<file path="src/rtl/rx_store_ctrl.sv">
// Frame-level sequencer for the Ethernet RX data store: gates PHY beats in, waits for the
// CRC verdict, drains good frames to the consumer and clears the store between frames.
module rx_store_ctrl #(
    parameter int N             = 2,
    parameter int GAP_CYCLES    = 4,
    parameter int MIN_BEATS     = 32,
    parameter int CRC_TIMEOUT   = 64,
    parameter int DRAIN_TIMEOUT = 1024
) (
    input  logic         clk,
    input  logic         rst_n,
    input  logic         phy_axiiv,
    input  logic [N-1:0] phy_axiid,
    input  logic         crc_done,
    input  logic         crc_ok,
    input  logic         consumer_ready,
    input  logic         store_axiov,
    output logic         store_axiiv,
    output logic [N-1:0] store_axiid,
    output logic         store_rst,
    output logic         store_read_request,
    output logic         frame_done,
    output logic         frame_drop,
    output logic [7:0]   frames_ok,
    output logic [7:0]   frames_dropped,
    output logic         busy
);

    typedef enum logic [2:0] {
        IDLE     = 3'd0,
        RECV     = 3'd1,
        WAIT_CRC = 3'd2,
        DRAIN    = 3'd3,
        CLEAR    = 3'd4
    } state_t;

    localparam int TMO_MAX = (CRC_TIMEOUT > DRAIN_TIMEOUT) ? CRC_TIMEOUT : DRAIN_TIMEOUT;
    localparam int TMO_W   = $clog2(TMO_MAX) + 1;
    localparam logic [TMO_W-1:0] CRC_LIM   = TMO_W'(CRC_TIMEOUT - 1);
    localparam logic [TMO_W-1:0] DRAIN_LIM = TMO_W'(DRAIN_TIMEOUT - 1);
    localparam logic [3:0]       GAP_LAST  = 4'(GAP_CYCLES - 1);

    state_t             state, state_nxt;
    logic               prev_v;
    logic [15:0]        beat_cnt;
    logic [3:0]         gap_cnt;
    logic [TMO_W-1:0]   tmo_cnt;
    logic               crc_seen, crc_ok_l;
    logic               pass_held;
    logic               prev_axiov;
    logic               clr_cnt;

    logic               rise, fwd, hold_set, done_ev, drop_ev;
    logic               verdict_ok, len_ok;

    always_comb begin
        state_nxt  = state;
        fwd        = 1'b0;
        hold_set   = 1'b0;
        done_ev    = 1'b0;
        drop_ev    = 1'b0;
        rise       = phy_axiiv & ~prev_v;
        verdict_ok = crc_seen ? crc_ok_l : crc_ok;
        len_ok     = (32'(beat_cnt) >= MIN_BEATS);

        case (state)
            IDLE: begin
                if (rise) begin
                    fwd       = 1'b1;
                    state_nxt = RECV;
                end
            end
            RECV: begin
                fwd = phy_axiiv;
                if (!phy_axiiv && gap_cnt == GAP_LAST)
                    state_nxt = WAIT_CRC;
            end
            WAIT_CRC: begin
                // Once a good verdict is held, only consumer_ready matters; no timeout.
                if (pass_held) begin
                    if (consumer_ready)
                        state_nxt = DRAIN;
                end else if (crc_done || crc_seen) begin
                    if (verdict_ok && len_ok) begin
                        if (consumer_ready)
                            state_nxt = DRAIN;
                        else
                            hold_set = 1'b1;
                    end else begin
                        drop_ev   = 1'b1;
                        state_nxt = CLEAR;
                    end
                end else if (tmo_cnt == CRC_LIM) begin
                    drop_ev   = 1'b1;
                    state_nxt = CLEAR;
                end
            end
            DRAIN: begin
                // prev_axiov is only ever set while draining, so it implies "seen high".
                if (prev_axiov && !store_axiov) begin
                    done_ev   = 1'b1;
                    state_nxt = CLEAR;
                end else if (tmo_cnt == DRAIN_LIM) begin
                    drop_ev   = 1'b1;
                    state_nxt = CLEAR;
                end
            end
            CLEAR: begin
                if (clr_cnt)
                    state_nxt = IDLE;
            end
            default: state_nxt = IDLE;
        endcase
    end

    // Internal sequencing state. prev_v resets high so a stream already running
    // at reset release cannot open a frame without a fresh low->high transition.
    always_ff @(posedge clk or negedge rst_n) begin
        if (!rst_n) begin
            state      <= IDLE;
            prev_v     <= 1'b1;
            beat_cnt   <= '0;
            gap_cnt    <= '0;
            tmo_cnt    <= '0;
            crc_seen   <= 1'b0;
            crc_ok_l   <= 1'b0;
            pass_held  <= 1'b0;
            prev_axiov <= 1'b0;
            clr_cnt    <= 1'b0;
        end else begin
            state      <= state_nxt;
            prev_v     <= phy_axiiv;
            prev_axiov <= (state == DRAIN) ? store_axiov : 1'b0;
            clr_cnt    <= (state == CLEAR) ? ~clr_cnt : 1'b0;
            pass_held  <= (state == WAIT_CRC) && (state_nxt == WAIT_CRC) && (pass_held || hold_set);

            if (state == IDLE && rise)
                beat_cnt <= 16'd1;
            else if (state == RECV && phy_axiiv && beat_cnt != 16'hFFFF)
                beat_cnt <= beat_cnt + 16'd1;

            if (state == RECV && !phy_axiiv)
                gap_cnt <= gap_cnt + 4'd1;
            else
                gap_cnt <= '0;

            if (state == RECV) begin
                if (crc_done) begin
                    crc_seen <= 1'b1;
                    crc_ok_l <= crc_ok;
                end
            end else begin
                crc_seen <= 1'b0;
            end

            if (state_nxt != state || pass_held || !(state == WAIT_CRC || state == DRAIN))
                tmo_cnt <= '0;
            else
                tmo_cnt <= tmo_cnt + TMO_W'(1);
        end
    end

    // Registered outputs, all derived from the next state so they line up with it.
    always_ff @(posedge clk or negedge rst_n) begin
        if (!rst_n) begin
            store_axiiv        <= 1'b0;
            store_axiid        <= '0;
            store_rst          <= 1'b1;
            store_read_request <= 1'b0;
            frame_done         <= 1'b0;
            frame_drop         <= 1'b0;
            frames_ok          <= '0;
            frames_dropped     <= '0;
            busy               <= 1'b0;
        end else begin
            store_axiiv        <= fwd;
            store_axiid        <= fwd ? phy_axiid : '0;
            store_rst          <= (state_nxt == CLEAR);
            store_read_request <= (state_nxt == DRAIN);
            frame_done         <= done_ev;
            frame_drop         <= drop_ev;
            busy               <= (state_nxt != IDLE);
            if (done_ev && frames_ok != 8'hFF)
                frames_ok <= frames_ok + 8'd1;
            if (drop_ev && frames_dropped != 8'hFF)
                frames_dropped <= frames_dropped + 8'd1;
        end
    end

endmodule

</file>
<file path="config.mk">
export PLATFORM = sky130hd
export DESIGN_NAME = rx_store_ctrl
export DESIGN_NICKNAME = d
export VERILOG_FILES = /design/src/rtl/rx_store_ctrl.sv
export SDC_FILE = /design/constraint.sdc
export NUM_CORES = 1
export LEC_CHECK = 0
export CAP_MARGIN = 5
export CORE_AREA = 2 2 127 67
export DETAILED_ROUTE_END_ITERATION = 16
export DIE_AREA = 0 0 129 69
export REMOVE_ABC_BUFFERS = 1
export SYNTH_ARGS = -nofsm -noshare
export SYNTH_HDL_FRONTEND = slang
export SYNTH_SLANG_ARGS = --single-unit
</file>
<file path="constraint.sdc">
create_clock -name clk -period 3.7 [get_ports clk]
set_input_delay 0.74 -clock clk [delete_from_list [all_inputs] [get_ports clk]]
set_output_delay 0.74 -clock clk [all_outputs]
set_load 0.03 [all_outputs]
</file>
==> impl_results.md <==
* TritonCTS clock tree: yes
* Syn avg cell area at 10.5 um2
* I/O Pins at 33
* Setup-failing EPs final at 0
* WHS at a little under 0.4 ns
* Crit path max fanout at 11
* Arrival time worst endpoint at ~3 ns
* Hold Buf Count CTS at 0
* First-pass GRT wire length at between 10000 and 15000 um
* Cell family with most CP delay: simple AND/OR/NAND/NOR gates
* Die Width at around 130 um
* Critical Path RT at 3.93 ns
* Top cell type's share of synthesized area at between 50% and 60%
* Worst-Skew Late Latency at between 0.3 and 0.4 ns
* Number of library cell types mapped by synthesis at 55
* Root Driver: clkbuf_16
* Initial antenna violation count at 0
* Max VDD drop at between 300 and 400 uV
* Port bufs at 32
* CP endpoint kind: flip-flop
* RR Endpoint: tmo_cnt[7]
* Count leader, synth: dfrtp_1
* Max-cap violations at 0
* Ant diodes at 0
* FMAX at about 370 MHz
* Tmin final at 2.68 ns
* Nets at about 350
* Std cell rows at 23
* Final TNS setup at 0 ns
* Area growth from synthesis to layout at 25.2%
* First-pass iteration count of the detailed router at 5
* Post-synth EDFFs at 0
* Reg2Reg Setup Slack at ~1.4 ns
* Fraction of final layout cells sized beyond drive strength 1 at 11.0%
* Post-Route WL at 6270 um
* Pin count of the biggest net entering global routing at 28
* Final instance area at roughly 3800 um2
* Core Region at a little under 8000 um2
* Largest cells by area after synthesis: dfrtp_1 (51%), xnor2_1 (6.9%), nor2_1 (4.4%)
* Vias in the first global route at 2047
* Tcrit/Tclk final at between 70% and 80%
* Placer Congestion at 0.740
* Largest stage delay, worst path at 0.56 ns
* Initial Util at roughly 39%
* Dpl cells at roughly 430
* Slew Limit Fails at 0
* Flip-flop and latch count after synthesis at 64
* Critical path buffer and inverter count at 1
* Gr usage total at 15.4%
* Worst Hold Class: in -> async
* Via count at roughly 2200
* Post-DP HPWL at about 4500 um
* Most frequent cells after synthesis: dfrtp_1 (62), nor2_1 (36), xnor2_1 (24)
* Critical path's slowest cell: clkdlybuf4s50_1
* Crit Path Class: in -> reg
* Clock Path Buffers at 2
* Status: finished clean
* Total number of H-tree levels at 3
* Post CTS Setup Buffer Count at 0
* Grt total ovfl at 0
* CTS Buf Count at 9
* Non-Filler Instances at about 450
* R2R Path Start: tmo_cnt[0]
* Post-CTS sizing at 0
* Post-Syn Instances at 291
* Antenna-violating nets left at 0
* Clk slew on worst S/H paths at 0.05 ns
* Async SR Flop Fraction at between 90% and 100%
* Startpoint Class: input port
* Clk sink count at between 60 and 70
* Die footprint at 8900 um2
* Most used DFF post-synth: dfrtp_1
* Slew HR at roughly 62%
* Reg2Reg Depth at 7
* Syn. warnings at 0
* Seq/Total Area, Yosys at 52.6%
* Vias per std cell at slightly below 5
* Power Dens Cells at slightly below 600 nW/um2
* WL/cell at around 14 um
* Worst slew pin tran at between 0.5 and 0.6 ns
* Post-Syn Area at ~3000 um2
* DP Area at about 3500 um2
* Fin. Hold Viols at 0
* Leakage power at 1.65 nW
* RSZ-0062 raised after global routing: false
* Die H at 69 um
* Area leader, netlist: dfrtp_1
* DRT iter0 DRCs at 125
* Crit-path cells: clkdlybuf4s50_1 -> nor4b_1 -> nand3_1 -> o21ai_0 -> a221o_1 -> nand4b_1 -> nor2_1
* Post-route DRC at 0
* Clock Skew at a little under 0.005 ns
-- report_power, final --
part	switching, mW	internal, mW
Combinational	0.266	0.184
Sequential	0.0931	0.789
Clock	0.286	0.597
Total	0.645	1.57
-- through the flow --
step           power, mW  utilization (%)  setup WS [ns]
2_1_floorplan       1.17                -           1.65
3_5_place_dp        1.34             45.0          0.709
3_3_place_gp        1.34             45.0          0.792
4_1_cts             2.24             48.9           1.05
5_1_grt             2.33             48.9          0.842
6_report            2.22             48.9           1.02
-- worst max-delay path by stage --
stage / start / end / slack, ns / cells after the start
6_report: phy_axiiv / tmo_cnt[0] / 1.02 / 7
4_1_cts: phy_axiiv / beat_cnt[15] / 1.05 / 7
5_1_grt: phy_axiiv / beat_cnt[15] / 0.84 / 7
3_3_place_gp: phy_axiiv / beat_cnt[15] / 0.79 / 7
3_5_place_dp: phy_axiiv / beat_cnt[15] / 0.71 / 7
2_1_floorplan: phy_axiiv / beat_cnt[13] / 1.65 / 6
-- state kept, by name (all words and copies together), names as in the netlist, 2 cells and up --
name and count:
tmo_cnt 11, frames_ok 8, frames_dropped 8, gap_cnt 4, beat_cnt 16, store_axiid 2
state 3
-- cell type report --
cell class,instances,area [um2]
Clock inverter,4,70.1
Tap cell,112,140
Sequential cell,64,1600
Multi-Input combinational cell,214,1390
Timing Repair Buffer,34,330
Clock buffer,10,239
Fill cell,720,3980
Inverter,10,37.5
-- routing by layer --
layer  vias to the layer above  part of all wire, %  track usage (%)
li1                       1095                    -                -
met1                      1069                   56             24.4
met2                        46                   38             18.4
met3                        10                  5.0             6.21
met4                         0                  1.5             4.83
met5                         -                    0                0
-- placed cells by master, fill, tap and decap left out, types with 10 or more instances in the layout --
cell and count:
nand2_1 20, xnor2_1 24, inv_1 10, nor2_1 36, a21oi_1 11, clkdlybuf4s50_1 31, nand3_1 23, dfrtp_1 62
nor3_1 12
-- logic make-up (layout without fill, tap and decap cells) --
kind of cell / Yosys count / in the layout / synth area share [%]
AO/OA/AOI/OAI: 30 / 30 / 6.90
XOR/XNOR: 33 / 33 / 9.48
adder cells (fa/ha/maj): 6 / 6 / 2.46
buffers and inverters: 13 / 58 / 1.64
flip-flops: 64 / 64 / 52.6
multiplexers: 3 / 3 / 1.23
AND/OR/NAND/NOR: 142 / 142 / 25.7
Power figures use the tool's default switching activity.
